[src/rtl/pifo_stfq_ranker_pkg.sv]
// Shared types and constants for the STFQ ranker feeding the 4-entry PIFO.
// VT_W is the virtual-time / tag width used by tag_ge and the ranker datapath.
package pifo_pkg;
    localparam int RANK_W     = 4;
    localparam int QUEUE_SIZE = 4;
    localparam int RANK_MAX   = 15;
    localparam int VT_W       = 12;

    typedef enum logic [1:0] {IDLE, CALC, PUSH} state_t;

    // Modular a >= b: valid while both tags lie within half the tag space.
    function automatic logic tag_ge(input logic [VT_W-1:0] a, input logic [VT_W-1:0] b);
        logic [VT_W-1:0] diff;
        diff = a - b;
        return ~diff[VT_W-1];
    endfunction
endpackage

[src/rtl/pifo_stfq_ranker_if.sv]
// Descriptor input and PIFO-side handshake bundle for pifo_stfq_ranker.
interface pifo_stfq_ranker_if
    import pifo_pkg::*;
#(
    parameter int FLOW_W = 2,
    parameter int LEN_W  = 8
);
    logic              in_valid;
    logic              in_ready;
    logic [FLOW_W-1:0] in_flow;
    logic [LEN_W-1:0]  in_len;
    logic              pifo_full;
    logic              pifo_pop;
    logic              deq_valid;
    logic [RANK_W-1:0] deq_priority;
    logic              push;
    logic [RANK_W-1:0] priority_in;

    modport master (
        output in_valid, in_flow, in_len, pifo_full, pifo_pop, deq_valid, deq_priority,
        input  in_ready, push, priority_in
    );

    modport slave (
        input  in_valid, in_flow, in_len, pifo_full, pifo_pop, deq_valid, deq_priority,
        output in_ready, push, priority_in
    );
endinterface

[src/rtl/pifo_tag_table.sv]
// Per-flow finish-tag register file: one combinational read, one write, async clear.
module pifo_tag_table #(
    parameter int NUM_FLOWS = 4,
    parameter int FLOW_W    = 2,
    parameter int TAG_W     = 12
) (
    input  logic              clk,
    input  logic              reset,
    input  logic [FLOW_W-1:0] rd_addr,
    output logic [TAG_W-1:0]  rd_data,
    input  logic              we,
    input  logic [FLOW_W-1:0] wr_addr,
    input  logic [TAG_W-1:0]  wr_data
);
    logic [TAG_W-1:0] tags [NUM_FLOWS];

    always_ff @(posedge clk or negedge reset) begin
        if (!reset) begin
            for (int unsigned i = 0; i < NUM_FLOWS; i++) tags[i] <= '0;
        end else if (we) begin
            tags[wr_addr] <= wr_data;
        end
    end

    assign rd_data = tags[rd_addr];
endmodule

[src/rtl/pifo_stfq_ranker.sv]
// STFQ start-tag ranker driving PIFO push/priority_in; virtual time follows PIFO pops.
// Optional stat_push_cnt/stat_sat_cnt outputs when PIFO_RANKER_STATS_EN is defined.
module pifo_stfq_ranker
    import pifo_pkg::*;
#(
    parameter int NUM_FLOWS  = 4,
    parameter int FLOW_W     = 2,
    parameter int LEN_W      = 8,
    parameter int COST_SHIFT = 4
) (
    input  logic clk,
    input  logic reset,
    pifo_stfq_ranker_if.slave bus
`ifdef PIFO_RANKER_STATS_EN
    ,
    output logic [15:0] stat_push_cnt,
    output logic [15:0] stat_sat_cnt
`endif
);
    state_t            state;
    logic [FLOW_W-1:0] flow_q;
    logic [VT_W-1:0]   cost_q;
    logic [VT_W-1:0]   vtime;
    logic              in_ready_q;
    logic              push_q;
    logic [RANK_W-1:0] prio_q;

    logic [VT_W-1:0]   fin_rd;
    logic [VT_W-1:0]   start;
    logic [VT_W-1:0]   span;
    logic [VT_W-1:0]   finish_nxt;
    logic [VT_W-1:0]   in_cost;
    logic [RANK_W-1:0] rank;
    logic [RANK_W-1:0] deq_cost;
    logic              sat;
    logic              push_fire;

    pifo_tag_table #(
        .NUM_FLOWS (NUM_FLOWS),
        .FLOW_W    (FLOW_W),
        .TAG_W     (VT_W)
    ) u_tags (
        .clk     (clk),
        .reset   (reset),
        .rd_addr (flow_q),
        .rd_data (fin_rd),
        .we      (state == CALC),
        .wr_addr (flow_q),
        .wr_data (finish_nxt)
    );

    always_comb begin
        in_cost = VT_W'(bus.in_len >> COST_SHIFT);
        if (in_cost == '0) in_cost = VT_W'(1);
        start      = tag_ge(fin_rd, vtime) ? fin_rd : vtime;
        span       = start - vtime;
        sat        = span > VT_W'(RANK_MAX);
        rank       = sat ? RANK_W'(RANK_MAX) : span[RANK_W-1:0];
        // Finish tag advances from the unsaturated start even when rank clips.
        finish_nxt = start + cost_q;
        deq_cost   = RANK_W'(RANK_MAX) - bus.deq_priority;
        push_fire  = (state == PUSH) && !bus.pifo_full && !bus.pifo_pop;
    end

    always_ff @(posedge clk or negedge reset) begin
        if (!reset) begin
            state      <= IDLE;
            flow_q     <= '0;
            cost_q     <= '0;
            vtime      <= '0;
            in_ready_q <= 1'b0;
            push_q     <= 1'b0;
            prio_q     <= '0;
        end else begin
            push_q <= 1'b0;
            if (bus.deq_valid) vtime <= vtime + VT_W'(deq_cost);
            case (state)
                IDLE: begin
                    in_ready_q <= 1'b1;
                    if (bus.in_valid && in_ready_q) begin
                        flow_q     <= bus.in_flow;
                        cost_q     <= in_cost;
                        in_ready_q <= 1'b0;
                        state      <= CALC;
                    end
                end
                CALC: begin
                    prio_q <= RANK_W'(RANK_MAX) - rank;
                    state  <= PUSH;
                end
                PUSH: begin
                    if (push_fire) begin
                        push_q     <= 1'b1;
                        in_ready_q <= 1'b1;
                        state      <= IDLE;
                    end
                end
                default: state <= IDLE;
            endcase
        end
    end

`ifdef PIFO_RANKER_STATS_EN
    always_ff @(posedge clk or negedge reset) begin
        if (!reset) begin
            stat_push_cnt <= '0;
            stat_sat_cnt  <= '0;
        end else begin
            if (push_fire && stat_push_cnt != '1) stat_push_cnt <= stat_push_cnt + 16'd1;
            if (state == CALC && sat && stat_sat_cnt != '1) stat_sat_cnt <= stat_sat_cnt + 16'd1;
        end
    end
`endif

    assign bus.in_ready    = in_ready_q;
    assign bus.push        = push_q;
    assign bus.priority_in = prio_q;
endmodule

[src/flat_wrapper.sv]
// flat-port wrapper written by rule: the top's interface ports become plain ports
module pifo_stfq_ranker_flat import pifo_pkg::*;
#(
    parameter int NUM_FLOWS  = 4,
    parameter int FLOW_W     = 2,
    parameter int LEN_W      = 8,
    parameter int COST_SHIFT = 4
)
  (clk, reset, bus_in_valid, bus_in_flow, bus_in_len, bus_pifo_full, bus_pifo_pop, bus_deq_valid, bus_deq_priority, bus_in_ready, bus_push, bus_priority_in);
  pifo_stfq_ranker_if #(.FLOW_W(FLOW_W), .LEN_W(LEN_W)) bus_i ();
  input  logic clk;
  input  logic reset;
  input wire logic [$bits(bus_i.in_valid)-1:0] bus_in_valid;
  input wire logic [$bits(bus_i.in_flow)-1:0] bus_in_flow;
  input wire logic [$bits(bus_i.in_len)-1:0] bus_in_len;
  input wire logic [$bits(bus_i.pifo_full)-1:0] bus_pifo_full;
  input wire logic [$bits(bus_i.pifo_pop)-1:0] bus_pifo_pop;
  input wire logic [$bits(bus_i.deq_valid)-1:0] bus_deq_valid;
  input wire logic [$bits(bus_i.deq_priority)-1:0] bus_deq_priority;
  output wire logic [$bits(bus_i.in_ready)-1:0] bus_in_ready;
  output wire logic [$bits(bus_i.push)-1:0] bus_push;
  output wire logic [$bits(bus_i.priority_in)-1:0] bus_priority_in;
  assign bus_i.in_valid = bus_in_valid;
  assign bus_i.in_flow = bus_in_flow;
  assign bus_i.in_len = bus_in_len;
  assign bus_i.pifo_full = bus_pifo_full;
  assign bus_i.pifo_pop = bus_pifo_pop;
  assign bus_i.deq_valid = bus_deq_valid;
  assign bus_i.deq_priority = bus_deq_priority;
  assign bus_in_ready = bus_i.in_ready;
  assign bus_push = bus_i.push;
  assign bus_priority_in = bus_i.priority_in;
  pifo_stfq_ranker #(.NUM_FLOWS(NUM_FLOWS), .FLOW_W(FLOW_W), .LEN_W(LEN_W), .COST_SHIFT(COST_SHIFT)) u_core (.clk(clk), .reset(reset), .bus(bus_i));
endmodule
[config.mk]
export PLATFORM = sky130hd
export DESIGN_NAME = pifo_stfq_ranker_flat
export DESIGN_NICKNAME = d
export VERILOG_FILES = /design/src/rtl/pifo_stfq_ranker_pkg.sv /design/src/rtl/pifo_stfq_ranker_if.sv /design/src/rtl/pifo_tag_table.sv /design/src/rtl/pifo_stfq_ranker.sv /design/src/flat_wrapper.sv
export SDC_FILE = /design/constraint.sdc
export NUM_CORES = 1
export LEC_CHECK = 0
export CORE_ASPECT_RATIO = 0.75
export CORE_MARGIN = 3
export CORE_UTILIZATION = 25
export DETAILED_ROUTE_END_ITERATION = 6
export GPL_TIMING_DRIVEN = 0
export SLEW_MARGIN = 20
export SYNTH_ARGS = -nofsm -noshare
export SYNTH_HDL_FRONTEND = slang
export SYNTH_HIERARCHICAL = 1
export SYNTH_SLANG_ARGS = --single-unit
[constraint.sdc]
create_clock -name clk -period 4.55 [get_ports clk]
set_clock_uncertainty 0.05 [all_clocks]
set_input_delay 0.455 -clock clk [delete_from_list [all_inputs] [get_ports clk]]
set_output_delay 0.455 -clock clk [all_outputs]
set_load 0.01 [all_outputs]
==> results of run 1 <==
## Yosys cell counts, drive strengths merged (2+ instances only)
cell type  instances  area share [%]
nor2b              4            0.54
xor2               7             1.5
fa                 3             1.3
a2111o             2            0.49
nor2              29             2.4
inv               22             1.8
o21ai             19             2.1
mux2i              6             1.3
clkbuf             3            0.24
a31oi              2            0.27
a21o               7             1.1
o2111ai            3            0.70
nand2             33             2.7
nand3              8            0.87
nand4              7            0.95
and3               2            0.27
nand3b             2            0.33
xnor2             24             4.6
buf                9             1.4
o21a               5            0.81
o211ai             2            0.33
nand2b             4            0.54
mux2              55              13
a21oi             18             2.1
a22o               3            0.57
nor3               5            0.65
dfrtp             74              40
mux4              12             5.9
ha                29             7.9
## routing by layer
| layer | vias to the layer above | global-route usage (%) |
|---|---|---|
| li1 | 1626 | - |
| met1 | 1725 | 16.1 |
| met2 | 56 | 18.6 |
| met3 | 15 | 2.96 |
| met4 | 0 | 3.28 |
| met5 | - | 0 |
## state kept, by name, summed over array words and instances, names as in the netlist
name / count
u_core/u_tags/tags: 48
u_core/vtime: 12
u_core/bus.priority_in: 4
u_core/cost_q: 4
u_core/flow_q: 2
u_core/state: 2
u_core/bus.in_ready: 1
u_core/bus.push: 1
## what timing repair did
item	4_1_cts	5_1_grt
pin swaps	20	12
setup buffers	24	10
setup endpoints to repair	40	36
hold buffers	1	0
gates resized for setup	38	12
cloned	1	0
hold endpoints to repair	18	0
## logic make-up (layout without fill, tap and decap cells)
family | after synthesis | after routing | share of synthesized area [%]
AO/OA/AOI/OAI | 69 | 69 | 10.1
XOR/XNOR | 31 | 31 | 6.04
adder cells (fa/ha/maj) | 32 | 32 | 9.16
buffers and inverters | 34 | 104 | 3.47
flip-flops | 74 | 74 | 40.1
multiplexers | 73 | 73 | 20.6
AND/OR/NAND/NOR | 101 | 101 | 10.5
## worst max-delay path, delay by kind of cell (launching register included)
family | cells | cell delay (ns)
adders and majority gates | 3 | 0.70
DFF | 1 | 0.49
xor gates and xnor gates | 1 | 0.25
muxes | 2 | 0.80
AOI/OAI and AO/OA | 7 | 1.38
and+or+nand+nor | 4 | 0.81
buffers and inverters | 2 | 0.31
## area by class of cell
class,count,share of cell area [%]
clock inverter,4,1.61
tap,242,4.98
timing repair buffer,54,8.29
multi-input combinational,306,47.5
buffer,12,1.58
clock buffer,12,4.22
sequential,74,30.5
inverter,22,1.36
## worst min path at each step
stage	startpoint	cells after the start	slack (ns)	end
2_1_floorplan	reset	0	0.11	u_core/bus.in_ready$_DFFE_PN0P_
3_3_place_gp	u_core/bus.priority_in[3]$_DFFE_PN0P_	2	0.42	u_core/bus.priority_in[3]$_DFFE_PN0P_
3_5_place_dp	reset	1	0.31	u_core/flow_q[1]$_DFFE_PN0P_
4_1_cts	bus_deq_valid	3	0.44	u_core/vtime[1]$_DFFE_PN0P_
5_1_grt	u_core/bus.priority_in[2]$_DFFE_PN0P_	2	0.47	u_core/bus.priority_in[2]$_DFFE_PN0P_
6_report	u_core/bus.priority_in[2]$_DFFE_PN0P_	2	0.44	u_core/bus.priority_in[2]$_DFFE_PN0P_
## stage by stage
step	worst slack (ns)	setup TNS, ns	util [%]	std cells	area (um2)
detailed placement	-0.819	-23.66	29.2	677	5220
global placement	-0.760	-21.36	29.1	676	5190
CTS	-0.238	-5.30	33.5	718	5990
global route	-0.551	-14.55	34.0	726	6080
finish	-0.302	-6.04	34.0	726	6080
floorplan	0.00322	0	-	414	4690
==> summary.txt, run 1 <==
Run status
  – Status: complete, but fails checks
  – Failing checks: setup timing

Clocking
  – Clk Latency, worst-skew pair: roughly 0.34 ns
  – Root cell of the clock tree: clkbuf_16
  – CTS tree: done
  – Max Buffers Root-to-Sink: 2
  – H-tree levels: 3
  – Cts bufs inserted: 9
  – CTS sink cnt: 74
  – Reg clk slew, reported paths: 0.06 ns

Die
  – Die Area: 20,200 um2
  – I/O Pins: 26
  – Die Ht: roughly 120 um
  – Die width: about 160 um
  – Rows: 42
  – Initial Util: approximately 26%
  – Core area: ~18,000 um2

Synthesis
  – Ys flop type: dfrtp_1
  – Ys async rst share: between 90% and 100%
  – Unique masters post-synth: 53
  – Avg Inst Size Synth: roughly 11 um2
  – Syn Inst Count: 414
  – Syn Std Cell Area: 4620 um2
  – Warnings from Yosys: 6
  – Synth Net Count: 466
  – Synth Register Bits: between 70 and 80
  – Post-synth EDFFs: 0
  – Seq/Total Area, Yosys: between 40% and 50%

Global route
  – Number of global-route vias before repair: around 3,600
  – Remaining global-route overflow: 0
  – Pin count of the biggest net entering global routing: 57
  – GR Util All Layers: a little under an eighth
  – First-pass GRT wire length: around 18 mm
  – Initial antenna violation count: 0

Finish
  – Reg area: roughly 1900 um2
  – Multi-input logic area: around 2900 um2
  – Fin nets: around 530
  – Fill count: approximately 1,800
  – Commonest non-fill, non-tap cell in the layout: dfrtp_1
  – Most frequent cells in the layout: dfrtp_1, mux2_2, buf_4
  – Layout cells sized above 1: between 30% and 40%
  – # diodes: 0
  – Layout area overhead: 31.6%

Timing
  – Worst Tran Pin Value: about 0.56 ns
  – # setup viols final: 36
  – RSZ-0062 raised after global routing: true
  – Period utilization: 107%
  – Max Fclk: a little over 200 MHz
  – Final Hold Viols: 0
  – Worst slew margin: around 62%
  – WHS: between 0.4 and 0.5 ns
  – Crit path time final: roughly 4.9 ns
  – Slew Viols, Final: 0
  – Final worst slack: -0.302 ns

Critical path
  – Worst EP arrival: ~5.1 ns
  – Startpoint Class: flip-flop
  – Worst-path cell chain: buf_12 -> mux4_2 -> ha_4 -> a21oi_1 -> nand2_1 -> a211o_1 -> a21oi_2 -> xor2_2 -> buf_6 -> mux2i_4 -> ha_2 -> fa_2 -> and2b_2 -> o2111ai_4 -> and4_1 -> o211ai_1 -> a2111oi_2 -> and3_4 -> a22o_1
  – Max Fanout on Critical Path: 5
  – Critical path origin: u_core/flow_q[0]$_DFFE_PN0P_
  – Critical Path End: u_core/bus.priority_in[0]$_DFFE_PN0P_
  – CP endpoint kind: flip-flop
  – Slowest stage delay, CP: ~0.57 ns
  – Reg2reg path depth: 19
  – R2R setup slack: -0.30 ns
  – Worst Path Required: 4.77 ns
  – Critical path class: reg2reg
  – Slowest CP cell: mux4_2
  – Worst R2R Start: u_core/flow_q[0]$_DFFE_PN0P_
  – Crit Reg-Reg Endpoint: u_core/bus.priority_in[0]$_DFFE_PN0P_

Drt
  – DRC: 0
  – Met2 wire length: 5.20 mm
  – Vias post-DR: between 3,000 and 4,000
  – WL final: 11.4 mm
  – Post-DRT Antenna Nets: 0
  – M1 wire length: between 5 and 6 mm
  – Pre-antenna DRT Iters: 4
  – Top Metal Used: met4
  – Initial DRC count: about 220
  – Via density: between 4 and 5
  – Met3 Wirelength: 428 um
  – WL/cell: roughly 16 um

Worst hold path
  – Worst hold path class: reg2reg

Placement
  – Detailed placement HPWL: just over 8 mm
  – Port-buffer cells: 20
  – GPL Wtd Cong: 0.829

Flow run
  – MaxCap Viol Count: 0
Power of run 1 is not shown: default switching activity piles up to over one toggle a cycle in this logic, so the estimate is an artifact.
==> run 2: changes to the inputs <==
- ABC_CLOCK_PERIOD_IN_PS: default -> 4550
==> results of run 2 <==
The final DEF is identical to that of run 1; final timing and power are the same.
Power of run 2 is left out for the same reason.
